`src/rtl/button_debouncer_pkg.sv`:
```
// rtl/button_debouncer_pkg.sv - button indices and debounce state encoding
package button_debouncer_pkg;

  localparam int BTN_UP      = 0;
  localparam int BTN_DOWN    = 1;
  localparam int BTN_LEFT    = 2;
  localparam int BTN_RIGHT   = 3;
  localparam int BTN_ACTION  = 4;
  localparam int NUM_BUTTONS = 5;

  typedef enum logic [1:0] {
    STABLE_LOW  = 2'd0,
    PEND_HIGH   = 2'd1,
    STABLE_HIGH = 2'd2,
    PEND_LOW    = 2'd3
  } deb_state_e;

endpackage

```
`src/rtl/debounce_channel.sv`:
```
// rtl/debounce_channel.sv - synchroniser, debounce FSM and counter for one button
module debounce_channel
  import button_debouncer_pkg::*;
#(
  parameter int SYNC_STAGES     = 2,
  parameter int DEBOUNCE_CYCLES = 50000,
  parameter int CNT_WIDTH       = 16,
  parameter bit ACTIVE_LOW      = 1'b0
) (
  input  logic clk,
  input  logic reset,
  input  logic btn_raw,
  output logic btn_clean,
  output logic btn_press,
  output logic btn_release
);

  localparam logic [CNT_WIDTH-1:0] CNT_LAST = CNT_WIDTH'(DEBOUNCE_CYCLES - 1);
  localparam logic [CNT_WIDTH-1:0] CNT_ONE  = CNT_WIDTH'(1);

  logic [SYNC_STAGES-1:0] r_sync;
  deb_state_e             r_state;
  logic [CNT_WIDTH-1:0]   r_cnt;
  logic                   r_clean;
  logic                   r_press;
  logic                   r_release;
  logic                   w_s;

  // Reset loads the idle pad level so releasing reset never looks like an edge.
  always_ff @(posedge clk) begin
    if (!reset) r_sync <= {SYNC_STAGES{ACTIVE_LOW}};
    else        r_sync <= {r_sync[SYNC_STAGES-2:0], btn_raw};
  end

  assign w_s = r_sync[SYNC_STAGES-1] ^ ACTIVE_LOW;

  always_ff @(posedge clk) begin
    if (!reset) begin
      r_state   <= STABLE_LOW;
      r_cnt     <= '0;
      r_clean   <= 1'b0;
      r_press   <= 1'b0;
      r_release <= 1'b0;
    end else begin
      r_press   <= 1'b0;
      r_release <= 1'b0;
      case (r_state)
        STABLE_LOW: begin
          if (w_s) begin
            r_state <= PEND_HIGH;
            r_cnt   <= CNT_ONE;
          end else begin
            r_cnt <= '0;
          end
        end
        PEND_HIGH: begin
          if (!w_s) begin
            r_state <= STABLE_LOW;
            r_cnt   <= '0;
          end else if (r_cnt == CNT_LAST) begin
            r_state <= STABLE_HIGH;
            r_clean <= 1'b1;
            r_press <= 1'b1;
            r_cnt   <= '0;
          end else begin
            r_cnt <= r_cnt + CNT_ONE;
          end
        end
        STABLE_HIGH: begin
          if (!w_s) begin
            r_state <= PEND_LOW;
            r_cnt   <= CNT_ONE;
          end else begin
            r_cnt <= '0;
          end
        end
        PEND_LOW: begin
          if (w_s) begin
            r_state <= STABLE_HIGH;
            r_cnt   <= '0;
          end else if (r_cnt == CNT_LAST) begin
            r_state   <= STABLE_LOW;
            r_clean   <= 1'b0;
            r_release <= 1'b1;
            r_cnt     <= '0;
          end else begin
            r_cnt <= r_cnt + CNT_ONE;
          end
        end
        default: begin
          r_state <= STABLE_LOW;
          r_cnt   <= '0;
        end
      endcase
    end
  end

  assign btn_clean   = r_clean;
  assign btn_press   = r_press;
  assign btn_release = r_release;

endmodule

```
`src/rtl/button_debouncer.sv`:
```
// rtl/button_debouncer.sv - per-button synchronise and debounce with press/release strobes
module button_debouncer
  import button_debouncer_pkg::*;
#(
  parameter int NUM_BUTTONS     = button_debouncer_pkg::NUM_BUTTONS,
  parameter int SYNC_STAGES     = 2,
  parameter int DEBOUNCE_CYCLES = 50000,
  parameter int CNT_WIDTH       = 16,
  parameter bit ACTIVE_LOW      = 1'b0
) (
  input  logic                   clk,
  input  logic                   reset,
  input  logic [NUM_BUTTONS-1:0] btn_raw,
  output logic [NUM_BUTTONS-1:0] btn_clean,
  output logic [NUM_BUTTONS-1:0] btn_press,
  output logic [NUM_BUTTONS-1:0] btn_release
);

  for (genvar g = 0; g < NUM_BUTTONS; g++) begin : g_chan
    debounce_channel #(
      .SYNC_STAGES     (SYNC_STAGES),
      .DEBOUNCE_CYCLES (DEBOUNCE_CYCLES),
      .CNT_WIDTH       (CNT_WIDTH),
      .ACTIVE_LOW      (ACTIVE_LOW)
    ) u_chan (
      .clk         (clk),
      .reset       (reset),
      .btn_raw     (btn_raw[g]),
      .btn_clean   (btn_clean[g]),
      .btn_press   (btn_press[g]),
      .btn_release (btn_release[g])
    );
  end

endmodule
```
`config.mk`:
```
export PLATFORM = sky130hd
export DESIGN_NAME = button_debouncer
export DESIGN_NICKNAME = d
export VERILOG_FILES = /design/src/rtl/button_debouncer_pkg.sv /design/src/rtl/debounce_channel.sv /design/src/rtl/button_debouncer.sv
export SDC_FILE = /design/constraint.sdc
export NUM_CORES = 1
export LEC_CHECK = 0
export ABC_AREA = 1
export CORE_MARGIN = 2
export CORE_UTILIZATION = 45
export CTS_CLUSTER_DIAMETER = 200
export DETAILED_ROUTE_END_ITERATION = 10
export GPL_ROUTABILITY_DRIVEN = 0
export PLACE_DENSITY = 0.63
export SYNTH_ARGS = -nofsm -noshare
export SYNTH_HDL_FRONTEND = slang
export SYNTH_HIERARCHICAL = 1
export SYNTH_SLANG_ARGS = --single-unit
```
`constraint.sdc`:
```
create_clock -name clk -period 1.6 [get_ports clk]
set_clock_uncertainty 0.2 [all_clocks]
set_input_delay 0.16 -clock clk [delete_from_list [all_inputs] [get_ports clk]]
set_output_delay 0.16 -clock clk [all_outputs]
set_load 0.01 [all_outputs]
```
==> results.md <==
* Switch share at 19.1%
* Register area share after synthesis at 41.6%
* Clk_lat worst skew at 0.41 ns
* Post-synth top area cell: dfxtp_1
* Vias per std cell at 4.82
* Routed WL at 11,500 µm
* CORE AREA at 0.0120 mm²
* Layout cell share with drive strength beyond 1 at 16.8%
* Critical path depth at 6
* Clk sinks at 115
* Die X at 115 µm
* Worst-Margin Slew at 0.313 ns
* First-pass GRT wire length at 20,400 µm
* WL met1 at 5110 µm
* GRT Total Usage at 19.2%
* Synthesized instance count at 795
* Synth async-reset ratio at 0%
* Ys flop type: dfxtp_1
* Pins Over Slew Limit at 0
* Critical-path cell list: ha_2 -> nand3_2 -> nor2_4 -> nand2_2 -> buf_4 -> nor4_1
* PnR worst setup slack at 0.0985 ns
* Crit. End Element: flop
* CP max stage delay at 0.35 ns
* Die area at 0.0132 mm²
* WHS at 0.0895 ns
* Buffers on Ports at 21
* Clock Root Buffer: clkbuf_16
* Yosys reg bits at 115
* Combinational share of power at 1.7%
* Most frequent cells after synthesis: 192 x nor2_1, 176 x nand2_1, 115 x dfxtp_1, 91 x inv_1, 55 x nand3_1
* Adder-Cell Fraction of Synth Area at 1.36%
* H-Tree Level Count at 4
* Final Cycle Share at 93.8%
* Post-DP HPWL at 8380 µm
* Clock share of power at 56.9%
* Syn nets at 808
* # diodes at 0
* Post-route DRC at 0
* GRT Residual Overflow at 0
* Clock Pin Slew Worst Setup and Hold Paths at 0.05 ns
* Routed Antenna Nets at 0
* Final min period at 1.50 ns
* Fin. Hold Viols at 0
* # rows at 40
* Max rail drop VDD at 0.824 mV
* Number of flops mapped to enable cells by yosys at 0
* Worst setup SP type: flop
* Post-layout util at 58.2%
* Initial DRC count at 241
* Post-Syn Area per Cell at 6.96 µm²
* Die H at 115 µm
* CP startpoint: g_chan[3].u_chan/r_cnt[1]
* DP Worst Slack at -0.115 ns
* Worst endpoint data arrival time at 1.62 ns
* Final setup viols at 0
* Setup CP Type: reg -> reg
* Synth-to-layout area growth at 26.3%
* Synthesized cell area at 0.00554 mm²
* CTS Buf Count at 17
* CTS tree: done
* Reg-to-reg setup timing slack at 0.1 ns
* Worst-path fanout max at 4
* Synth unique cells at 23
* Crit-path leading delay family: simple AND/OR/NAND/NOR gates
* Buffer levels on the longest clock path at 2
* Drt wl/cell at 11.1 µm
* Pin count of the biggest net entering global routing at 17
* Initial antenna violation count at 0
* Most common cell in the netlist: nor2_1
* Min-Delay Path Class: in -> reg
* Critical path's slowest cell: dfxtp_2
* Static Leakage at 2.66 nW
* Sw Pwr at 0.00134 W
* Final setup TNS at 0 ns
* Total of max-cap violations at 0
* Achievable Freq at 0.666 GHz
* Worst slew margin at 79.1%
* Met3 wire length at 331 µm
* P_int at 0.00570 W
* CP Buf/Inv Count at 1
* Reg power frac at 41.4%
* Vias in the first global route at 4,905
* DR vias at 4,983
* Reg-to-reg startpoint: g_chan[3].u_chan/r_cnt[1]
* Pwr Density at 1010 mW/mm²
* Initial Util at 46.1%
* Synth area leaders: dfxtp_1 42%, nor2_1 13%, nand2_1 12%
* Worst R2R Path Depth at 6
* CP endpoint: g_chan[3].u_chan/btn_release
* Status: completed
* Post-synthesis xor/xnor area fraction at 7.75%
* Warnings from Yosys at 6
* Post-synth top area share at 41.6%
* First-pass DRT Iterations at 4
* NumNets Final at 887
* Worst R2R End: g_chan[3].u_chan/btn_release
* Post-CTS setup buffers at 0
* I/O pin count at 22
* Post-Synth Simple-Gate Area at 39.3%
* Max Used Layer: met4
* Met2 WL at 5800 µm
* Largest family of logic cells by synthesized area: simple AND/OR/NAND/NOR gates
* Synth Area in Compound Gates at 2.80%
* Mux contribution to synthesized area at 0%
* Crit path required time at 1.72 ns
[through the flow]
step	total power, W	instances	instance area (µm²)
floorplan	0.00303	795	5540
global placement	0.00309	1001	6220
detailed placement	0.00309	1001	6220
CTS	0.00713	1033	6850
global route	0.00733	1034	6990
finish	0.00704	1034	6990
[repair_timing]
item	CTS	global route
cloned	0	1
pin swaps	0	3
hold endpoints to repair	0	0
gates resized for setup	16	42
hold buffers	0	0
setup endpoints to repair	16	53
[layout make-up]
type | instances | area (µm²)
fillers | 1127 | 5020
clock inverters | 10 | 153
inverters | 91 | 342
well taps | 147 | 184
flip-flops and latches | 115 | 2320
repair buffers | 64 | 543
multi-input cells | 585 | 2970
clock buffers | 22 | 484
[per-layer routing]
layer / track usage, % / up-vias
met5: 0 / -
met4: 8.76 / 0
met3: 5.64 / 28
met2: 33.0 / 58
met1: 22.0 / 2266
li1: - / 2631
[worst register-to-register path: stages (launching register included)]
cell	delay (ns)
dfxtp_2	0.35
ha_2	0.20
nand3_2	0.11
nor2_4	0.13
nand2_2	0.09
buf_4	0.15
nor4_1	0.17
[logic make-up after synthesis]
| logic type | count (synthesis) |
|---|---|
| AO/OA/AOI/OAI | 29 |
| XOR/XNOR | 49 |
| adder cells (fa/ha/maj) | 6 |
| buffers and inverters | 96 |
| flip-flops | 115 |
| AND/OR/NAND/NOR | 500 |
[cell usage in the layout, fill, tap and decap left out, types with 2 or more instances in the layout]
cell type        Yosys  final
clkdlybuf4s50_1      0      6
dfxtp_1            115    102
dlygate4sd2_1        0     15
nand3_2              6      7
clkbuf_16            0     17
clkinv_2             0      5
nor2_2              15     17
ha_2                 0      3
nand3b_1             2      2
nor3_1              26     24
bufinv_16            0      4
dfxtp_2              0     13
o21ai_0              6      6
inv_1               91     89
buf_12               0      2
inv_2                0      2
nand2_1            176    175
o21bai_1             2      2
buf_4                0     40
ha_4                 0      2
xnor2_1             12     12
o21ai_1              6      6
nand3_1             55     52
nor2_1             192    186
clkbuf_8             0      4
nand4_1              6      6
nor2_4               7     11
xor2_1              37     37
o21a_1               2      2
nand2_2             12     13
a21oi_1             13     13
nand3_4              1      4
nor3_2               0      2
[sequential cells by signal (all words and copies together), names as in the netlist, named ones only]
name	flops
g_chan.u_chan/btn_press	5
g_chan.u_chan/r_sync	10
g_chan.u_chan/btn_release	5
g_chan.u_chan/r_cnt	80
g_chan.u_chan/btn_clean	5
g_chan.u_chan/r_state	5
[power by group through the flow]
stage	Clock, W	Sequential, W	Combinational [W]
2_1_floorplan	0	0.00297	0.0000598
6_report	0.00400	0.00292	0.000122
3_3_place_gp	0	0.00297	0.000117
5_1_grt	0.00428	0.00292	0.000140
3_5_place_dp	0	0.00297	0.000119
4_1_cts	0.00410	0.00291	0.000121
[worst min-delay path by stage]
stage	cells after the start	endpoint	startpoint	slack, ns
after floorplan	2	g_chan[0].u_chan/r_sync[0]	reset	0.05
after global placement	2	g_chan[3].u_chan/r_sync[1]	g_chan[3].u_chan/r_sync[0]	0.19
after detailed placement	2	g_chan[1].u_chan/r_sync[1]	g_chan[1].u_chan/r_sync[0]	0.20
after CTS	3	g_chan[0].u_chan/r_sync[0]	btn_raw[0]	0.07
after global routing	3	g_chan[0].u_chan/r_sync[0]	btn_raw[0]	0.09
final	3	g_chan[0].u_chan/r_sync[0]	btn_raw[0]	0.09
Note: power is estimated with default switching activity, not from simulation.
